--- config.mk ---
export PLATFORM = sky130hd
export DESIGN_NAME = interval_meter
export DESIGN_NICKNAME = d
export VERILOG_FILES = /design/src/rtl/interval_meter_pkg.sv /design/src/rtl/interval_meter_fsm.sv /design/src/rtl/interval_meter.sv
export SDC_FILE = /design/constraint.sdc
export NUM_CORES = 1
export LEC_CHECK = 0
export ABC_AREA = 1
export CORE_MARGIN = 2
export CORE_UTILIZATION = 40
export DETAILED_ROUTE_END_ITERATION = 7
export HOLD_SLACK_MARGIN = 0.03
export PLACE_DENSITY_LB_ADDON = 0.1
export SETUP_SLACK_MARGIN = 0.5
export SLEW_MARGIN = 20
export SYNTH_ARGS = -nofsm -noshare
export SYNTH_HDL_FRONTEND = slang
export SYNTH_SLANG_ARGS = --single-unit
export TNS_END_PERCENT = 5
--- constraint.sdc ---
create_clock -name clk -period 1.68 [get_ports clk]
set_clock_uncertainty 0.2 [all_clocks]
set_input_delay 0.168 -clock clk [delete_from_list [all_inputs] [get_ports clk]]
set_output_delay 0.168 -clock clk [all_outputs]
set_load 0.01 [all_outputs]
--- src/rtl/interval_meter_pkg.sv ---
// Shared types for the interval meter: FSM state encoding and the default counter width.
package interval_meter_pkg;

  localparam int DEFAULT_WIDTH = 5;

  typedef enum logic [1:0] {
    IDLE    = 2'd0,
    MEASURE = 2'd1,
    HOLD    = 2'd2
  } state_t;

endpackage

--- src/rtl/interval_meter_fsm.sv ---
// Measurement sequencer: start/stop are same-cycle decodes of evt, busy is registered (MEASURE).
// HOLD waits for the result handshake; INTERVAL_METER_AUTORESTART_EN keeps it in MEASURE on stop.
module interval_meter_fsm
  import interval_meter_pkg::*;
(
  input  logic clk,
  input  logic reset,
  input  logic evt,
  input  logic valid,
  input  logic ready,
  output logic busy,
  output logic start,
  output logic stop
);

  state_t state;

  assign start = (state == IDLE) && evt;
  assign stop  = (state == MEASURE) && evt;

  always_ff @(posedge clk or negedge reset) begin
    if (!reset) begin
      state <= IDLE;
      busy  <= 1'b0;
    end else begin
      case (state)
        IDLE: begin
          if (evt) begin
            state <= MEASURE;
            busy  <= 1'b1;
          end
        end
        MEASURE: begin
          if (evt) begin
`ifdef INTERVAL_METER_AUTORESTART_EN
            state <= MEASURE;
            busy  <= 1'b1;
`else
            state <= HOLD;
            busy  <= 1'b0;
`endif
          end
        end
        HOLD: begin
          // Events are ignored here; only consumption of the result moves on.
          if (valid && ready) begin
            state <= IDLE;
          end
        end
        default: begin
          state <= IDLE;
          busy  <= 1'b0;
        end
      endcase
    end
  end

endmodule

--- src/rtl/interval_meter.sv ---
// Counts enabled cycles between two evt pulses; result appears 1 cycle after the stop event.
// value/overflow held stable while valid=1 until ready; INTERVAL_METER_AUTORESTART_EN adds restart + dropped.
module interval_meter
  import interval_meter_pkg::*;
#(
  parameter int WIDTH = DEFAULT_WIDTH
) (
  input  logic             clk,
  input  logic             reset,
  input  logic             enable,
  input  logic             evt,
  input  logic             ready,
  output logic [WIDTH-1:0] value,
  output logic             valid,
  output logic             overflow,
  output logic             busy
`ifdef INTERVAL_METER_AUTORESTART_EN
  ,
  output logic             dropped
`endif
);

  localparam logic [WIDTH-1:0] CNT_MAX  = '1;
  localparam logic [WIDTH-1:0] CNT_ONE  = WIDTH'(1);
  localparam logic [WIDTH-1:0] CNT_LAST = CNT_MAX - CNT_ONE;

  logic             start;
  logic             stop;
  logic             accept;
  logic             load;
  logic [WIDTH-1:0] cnt;
  logic             sat;

  interval_meter_fsm u_fsm (
    .clk   (clk),
    .reset (reset),
    .evt   (evt),
    .valid (valid),
    .ready (ready),
    .busy  (busy),
    .start (start),
    .stop  (stop)
  );

  assign accept = valid && ready;
  // A new result may only overwrite the output register once the old one is gone.
  assign load   = stop && (!valid || ready);

  always_ff @(posedge clk or negedge reset) begin
    if (!reset) begin
      cnt <= '0;
      sat <= 1'b0;
    end else if (start || stop) begin
      cnt <= '0;
      sat <= 1'b0;
    end else if (busy && enable && !sat) begin
      cnt <= cnt + CNT_ONE;
      if (cnt == CNT_LAST) begin
        sat <= 1'b1;
      end
    end
  end

  always_ff @(posedge clk or negedge reset) begin
    if (!reset) begin
      value    <= '0;
      overflow <= 1'b0;
      valid    <= 1'b0;
    end else if (load) begin
      value    <= cnt;
      overflow <= sat;
      valid    <= 1'b1;
    end else if (accept) begin
      valid    <= 1'b0;
    end
  end

`ifdef INTERVAL_METER_AUTORESTART_EN
  always_ff @(posedge clk or negedge reset) begin
    if (!reset) begin
      dropped <= 1'b0;
    end else if (stop && valid && !ready) begin
      dropped <= 1'b1;
    end
  end
`endif

endmodule
Word level (Yosys, flattened, before mapping)
Index checks and enable logic that the tools add are counted.
- bits in latches: 0
- memories: 0
- register bits after elaboration: 16
- memory bits (writable): 0
- ROM bits: 0
- bits of input ports: 5
- output and inout port bits: 8
- logic and storage cells: 46
- bitwise gates (word level): 1
- equality and inequality tests: 6
- reduce and logical (&&, ||, !) cells: 17
- multiplexer cells: 14
- divide/modulo/power cells: 0
- $mul: 0
- shift-type cells: 0
- add/subtract/negate cells: 1
- magnitude comparators: 0
- operators by type and width (operator ; number):
    $mux 5 ; 2
    $mux 1 ; 7
    $logic_and 1x1->1 ; 6
    $mux 2 ; 3
    $ne 2x2->1 const B ; 3
    $pmux 2 s3 ; 1
    $reduce_and 3->1 ; 2
    $reduce_bool 2->1 ; 3
    $add 5x1->5 const B ; 1
    $eq 5x5->1 const B ; 1
    $pmux 1 s3 ; 1
    $eq 2x1->1 const B ; 1
    $eq 2x2->1 const B ; 1
    $logic_not 1->1 ; 2
    $logic_not 2->1 ; 1
    $logic_or 1x1->1 ; 2
    $reduce_and 2->1 ; 1
    $not 1->1 ; 1

Longest topological paths before layout
Gate-level depths: netlist of run 1.
- depth after elaboration: 5
- gate-level depth with buffers: 7

Cells and area by module
From an unflattened synthesis of run 1, not the netlist that was laid out.
- cells, all modules: 86
- area total of the unflattened synthesis: 769.5 µm²
- by module, submodules not included (module ; times used ; cells each ; area an instance (µm²)):
    interval_meter ; 1 ; 66 ; 624.3
    interval_meter_fsm ; 1 ; 20 ; 145.1

Worst setup path before layout of run 1
Ideal clock, no wire load.
- kind: register -> register
- start point: reg u_fsm.state[1]
- end point: reg value[0]
- path buffers: 1
- path slack: 456 ps
- data arrival time: 905 ps
- period minus slack after synthesis: 1224 ps
- cell stages (with the launch flop): 8
- required time: 1361 ps
- cell sequence: dfrtp_1 -> inv_1 -> nand2_2 -> nor2_4 -> nand2_2 -> buf_6 -> nand2_1 -> o21ai_2
- cells in the longest elaborated chain, start to end: 3
- RTL lines (what ; RTL line ; text):
    from (decl) ; interval_meter_fsm.sv:16 ; state_t state;
    from (signal assigned) ; interval_meter_fsm.sv:23 ; state <= IDLE;
    from (signal assigned) ; interval_meter_fsm.sv:29 ; state <= MEASURE;
    from (signal assigned) ; interval_meter_fsm.sv:39 ; state <= HOLD;
    $eq 2x1->1 ; interval_meter_fsm.sv:19 ; assign stop = (state == MEASURE) && evt;
    $logic_and 1x1->1 ; interval_meter_fsm.sv:19 ;
    $logic_and 1x1->1 ; interval_meter.sv:47 ; assign load = stop && (!valid || ready);
    to (signal assigned) ; interval_meter.sv:70 ; value <= cnt;
    to (decl) ; interval_meter.sv:13 ; output logic [WIDTH-1:0] value,
Every way passes these cells.
A chain may end at the register's enable or synchronous reset.

Final worst setup path of run 1
- start point: reg value[0]
- end point: out value[0]
No word-level cell between the ends.

==> summary.txt, run 1 <==
Outcome
  • Status: finished, final reports clean

Floorplan
  • Row count: 15
  • Die ar.: 2250 sq um
  • Die W: 47.5 um
  • Starting density of the core: 0.433
  • I/O Pins: 13
  • CORE AREA: 1750 sq um
  • Height of the chip: 47.5 um

Layout
  • Nets@finish: between 100 and 150
  • Layout cell share with drive strength beyond 1: 0.324
  • Register Area: between 400 and 500 sq um
  • Synth-to-Final Area Change: 32.0%
  • Area of the multi-input gates: 328 sq um
  • Number of antenna diodes: 0
  • FILL cells: about 180

Synth
  • Syn Inst Count: 85
  • EDFF count, synth: 0
  • Synth Register Bits: 16
  • Most frequent cell after synthesis: nand2_1
  • YS warnings: 0
  • Cell variety after synth: 17
  • Primary FF master, synth: dfrtp_1
  • Mapped Nets: ~90
  • Mapped Area: about 760 sq um
  • Yosys top cell area share: 0.530
  • Mean Syn Cell Area: between 8 and 9 sq um
  • Area leader, netlist: dfrtp_1
  • Synth top area cells: dfrtp_1 (53%), nand2_1 (11%), o21ai_2 (5.8%)
  • Sequential element share of the synthesized area: 0.530
  • Most frequent cells after synthesis: nand2_1 (22), dfrtp_1 (16), inv_1 (9), nor2_1 (8), nand3_1 (7)
  • Asr flop ratio synth: 1.00

Drt
  • Initial DRT Pass Iterations: 4
  • DRT Wirelength: between 1 and 1.5 mm
  • WL/cell: 10.4 um
  • # DRC: 0
  • Via Count: 615
  • Starting DRT DRC Count: 11
  • DRT antenna net count: 0
  • Via-to-Cell Ratio: 4.62

Timing
  • Final Hold Vio Count: 0
  • Post-route minimum period: 1260 ps
  • Actual slew at the worst max-slew pin: 211 ps
  • Fin. max-slew vios: 0
  • Final Setup Violations: 0
  • RSZ-0062 raised after global routing: yes
  • Hold_ws: 273 ps
  • Highest clock rate: roughly 790 MHz
  • TNS Setup: 0 ps
  • Period utilization: 0.753
  • Slew HR: 0.859

Setup path
  • CP Capture Type: primary output
  • Worst path arrival time: roughly 900 ps
  • Slowest CP cell: dfrtp_1
  • Flop2flop setup slack: ~440 ps
  • Slowest stage delay, CP: 390 ps
  • Worst Path Max Fanout: 2
  • FF-to-FF Start: sat
  • Crit-path leading delay family: flip-flops
  • Reg2reg path depth: 6
  • CP cell instances: clkdlybuf4s15_2
  • Data required time of the critical path: 1310 ps
  • WP buf/inv: 1
  • WS Path Type: flip-flop to primary output
  • Worst setup SP type: flip-flop
  • Reg2reg end: cnt[3]

Clock tree
  • Total CTS buffers: 3
  • Clk buf depth: 2
  • Worst-path clk slew: 90 ps
  • CTS Sinks: 16
  • Root Driver: clkbuf_4
  • Worst-Skew Late Latency: 290 ps
  • CTS tree: built
  • CTS H-tree lvls: 1

Hold path
  • Hold EP: value[3]
  • Hold Path Class: flip-flop to flip-flop
  • Worst hold start: value[3]
  • Cells on Worst Hold Path: 2

Run
  • Maximum capacitance violations: 0

Global routing
  • Initial antenna violation count: 0
  • Largest net degree at the start of global routing: 17
  • GRT Total Usage: 0.145
  • Grt ovf: 0
  • First-pass GRT wire length: about 2.2 mm
  • Number of global-route vias before repair: roughly 540

Power
  • Worst vdd ir: between 0.7 and 0.8 mV
  • Pwr dens: 1300 nW/um^2
  • Leakage: 0.000495 uW

Placed design
  • IO buf count: 12
  • GP Congestion: between 0.7 and 0.8
  • DP HPWL: 980 um
==> worst max-delay path by stage <==
stage          cells after the start  slack (ps)           start       end
2_1_floorplan                      7         480  u_fsm.state[1]  value[0]
3_3_place_gp                       6         180             evt  value[1]
3_5_place_dp                       6         150             evt  overflow
4_1_cts                            1         420        value[1]  value[1]
5_1_grt                            7         340  u_fsm.state[1]    cnt[1]
6_report                           1         420        value[0]  value[0]
==> per-stage QoR <==
stage           util  cell area, sq um  worst slack [ps]  total power, uW  instances
4_1_cts        0.553               965               418             1270        131
3_5_place_dp   0.518               903               147              994        122
6_report       0.571               997               416             1300        133
3_3_place_gp   0.518               903               179              987        122
2_1_floorplan      -               756               476              832         85
5_1_grt        0.571               997               340             1400        133
==> layer usage <==
layer | GRT usage | share of wire | up-vias
met5 | 0 | 0 | -
met2 | 0.227 | 0.48 | 12
met1 | 0.190 | 0.47 | 282
met3 | 0.0340 | 0.036 | 3
li1 | - | - | 318
met4 | 0.0667 | 0.012 | 0
==> cell usage in the layout (no fill, tap or decap) <==
| cell | count |
|---|---|
| a21oi_1 | 1 |
| buf_2 | 5 |
| buf_4 | 6 |
| buf_6 | 1 |
| clkbuf_4 | 3 |
| clkbuf_8 | 1 |
| clkdlybuf4s15_1 | 1 |
| clkdlybuf4s15_2 | 2 |
| clkdlybuf4s50_1 | 4 |
| dfrtp_1 | 16 |
| dlygate4sd3_1 | 1 |
| ha_1 | 2 |
| inv_1 | 7 |
| inv_2 | 3 |
| nand2_1 | 20 |
| nand2_2 | 5 |
| nand2_4 | 1 |
| nand3_1 | 6 |
| nand3_2 | 1 |
| nand3b_1 | 1 |
| nand4_1 | 2 |
| nor2_1 | 7 |
| nor2_4 | 2 |
| o21ai_0 | 3 |
| o21ai_2 | 5 |
| o22ai_1 | 2 |
==> report_power, final <==
part           internal [uW]  total (uW)  switching, uW
combinational            219         502            282
sequential               475         541           66.2
clock                    132         253            121
==> layout make-up <==
class                   count  area share
clock buffers               4      0.0364
inverters                  10      0.0376
multi-input cells          58       0.329
flip-flops and latches     16       0.402
well taps                  25      0.0314
repair buffers             20       0.164
==> sequential cells by signal, indices dropped and copies added (netlist names) <==
name and flops:
overflow 1, u_fsm.state 2, value 5, cnt 5
sat 1, u_fsm.busy 1, valid 1
==> cell families (layout without fill, tap and decap cells) <==
| kind of cell | after synthesis | in the layout | share of synthesized area |
|---|---|---|---|
| AND/OR/NAND/NOR | 44 | 45 | 0.262 |
| flip-flops | 16 | 16 | 0.530 |
| buffers and inverters | 12 | 34 | 0.0745 |
| AO/OA/AOI/OAI | 11 | 11 | 0.101 |
| adder cells (fa/ha/maj) | 2 | 2 | 0.0331 |
==> tightest hold or removal path, stage by stage (launching register included) <==
cell	delay (ps)
dfrtp_1	350
nand2_1	50
nand2_1	40
==> repair_timing <==
action,CTS,global route
setup buffers,4,1
pin swaps,0,2
resized for setup,31,5
hold endpoints to repair,16,0
cloned,0,1
hold buffers,1,0
setup endpoints to repair,21,28
(Power assumes the default switching activity.)
==> run 2, diff against run 1 <==
==> constraint.sdc (replaced) <==
create_clock -name clk -period 1.3 [get_ports clk]
set_clock_uncertainty 0.2 [all_clocks]
set_input_delay 0.13 -clock clk [delete_from_list [all_inputs] [get_ports clk]]
set_output_delay 0.13 -clock clk [all_outputs]
set_load 0.01 [all_outputs]
==> summary.txt, run 2 (synthesis gave the netlist of run 1 again) <==
Outcome
  • Status: finished with violations
  • Failing checks: hold timing

Timing
  • Hold_ws: -34.1 ps
  • Fin. max-slew vios: 0
  • Final Hold Vio Count: 16
  • Actual slew at the worst max-slew pin: ~210 ps
  • Highest clock rate: 802 MHz
  • Period utilization: 0.959
  • Slew HR: 0.859
  • Post-route minimum period: 1250 ps
  • RSZ-0062 raised after global routing: yes
  • Final Setup Violations: 0
  • TNS Setup: 0 ps

Layout
  • Commonest non-fill, non-tap cells in the layout: nand2_1 (15), dfrtp_1 (15), buf_4 (8)
  • FILL cells: 175
  • Layout cell share with drive strength beyond 1: 0.436
  • Nets@finish: ~120
  • Number of antenna diodes: 0
  • Biggest regs: cnt: 5 flops, value: 5 flops, u_fsm.state: 2 flops
  • Synth-to-Final Area Change: 38.4%

Clock tree
  • Worst-Skew Late Latency: 280 ps
  • Root Driver: clkbuf_4
  • Clk buf depth: 2
  • Total CTS buffers: 3
  • Worst-path clk slew: roughly 90 ps
  • CTS Sinks: 16
  • CTS tree: built
  • CTS H-tree lvls: 1

Power
  • Worst vdd ir: 1.03 mV
  • Pwr dens: 1680 nW/um^2
  • Overall Power: 1760 uW
  • Leakage: a little over 0.0005 uW

Floorplan
  • I/O Pins: 13
  • Die ar.: 2250 sq um
  • Row count: 15
  • Die W: 47.5 um
  • CORE AREA: 1750 sq um
  • Starting density of the core: 0.433
  • Height of the chip: 47.5 um

Setup path
  • Worst setup SP type: flip-flop
  • Flop2flop setup slack: 50 ps
  • Worst Path Max Fanout: 6
  • Data required time of the critical path: 1280 ps
  • WS Path Type: flip-flop to flip-flop
  • Worst path arrival time: between 1000 and 1500 ps
  • CP Capture Type: flip-flop

Global routing
  • Grt ovf: 0
  • GRT Max-Usage Layer: met2
  • Initial antenna violation count: 0
  • Met3 GRT Util: 0.0453
  • Largest net degree at the start of global routing: 17
  • M2 GR Usage: 0.249
  • GRT Total Usage: 0.158
  • Routing usage on met1: 0.203
  • Number of global-route vias before repair: 561
  • First-pass GRT wire length: 2.40 mm

Placed design
  • GP Congestion: ~0.8
  • DP HPWL: roughly 1.0 mm
  • IO buf count: 12

Run
  • Maximum capacitance violations: 0

Drt
  • Starting DRT DRC Count: 7
  • Initial DRT Pass Iterations: 2
  • WL/cell: 11.1 um
  • DRT Wirelength: roughly 1.5 mm
  • # DRC: 0
  • Via Count: 624
  • Via-to-Cell Ratio: 4.62
  • DRT antenna net count: 0

Hold path
  • Hold Path Class: input pin to asynchronous set/reset pin
## run 2: changes by cell type in the layout (fill, tap and decap cells not counted), moves of 2 or more
cell             before  now
nand2_4               1    4
nand2_1              20   15
buf_2                 5    7
o21ai_0               3    1
nand2_2               5    7
buf_6                 1    3
buf_4                 6    8
clkdlybuf4s15_2       2    0
## run 2: worst paths after layout
kind | cells after the start | from | to
worst max-delay path | 6 | u_fsm.state[1] | value[0]
worst min-delay path | 2 | reset | value[4]
worst max register to register | 6 | u_fsm.state[1] | value[0]
worst min register to register | 2 | value[3] | value[3]
max in group asynchronous | 2 | reset | cnt[3]
min in group clk | 2 | value[3] | value[3]
## run 2: area by class of cell
class                           instances  area, sq um  area share
Inverter                               10         37.5      0.0359
Timing Repair Buffer                   23          179       0.171
Multi-Input combinational cell         58          374       0.358
Clock buffer                            3         22.5      0.0215
Sequential cell                        16          402       0.384
Tap cell                               25         31.3      0.0299
## run 2: per-layer routing
metal | wire length (um) | part of all wire | vias up
li1 | - | - | 324
met1 | 750 | 0.50 | 289
met2 | 689 | 0.46 | 9
met3 | 49 | 0.033 | 2
met4 | 14 | 0.0093 | 0
met5 | 0 | 0 | -
## run 2: timing repair
| item | 4_1_cts | 5_1_grt |
|---|---|---|
| setup endpoints to repair | 24 | 24 |
| gates cloned | 1 | 0 |
| pin swaps | 1 | 8 |
| buffers inserted | 2 | 1 |
| hold endpoints to repair | 16 | 16 |
| resized for setup | 22 | 34 |
## run 2: power by group
part           internal [uW]  switching, uW
logic                    366            430
registers                614           95.4
clock network            107            149
## run 2: critical path: stages, from the launching register on
cell and delay [ps]:
dfrtp_1 400, inv_2 80, nand2_4 60, nor2_4 190, nand2_4 100, nand2_1 80, o21ai_2 50
## run 2: metrics by stage
step | setup slack, ps | cell area [sq um] | std cells | utilization
5_1_grt | -16.0 | 1050 | 135 | 0.599
3_3_place_gp | -165 | 948 | 128 | 0.543
4_1_cts | 56.9 | 991 | 134 | 0.568
6_report | 52.9 | 1050 | 135 | 0.599
3_5_place_dp | -188 | 948 | 128 | 0.543
2_1_floorplan | 95.7 | 756 | 85 | -
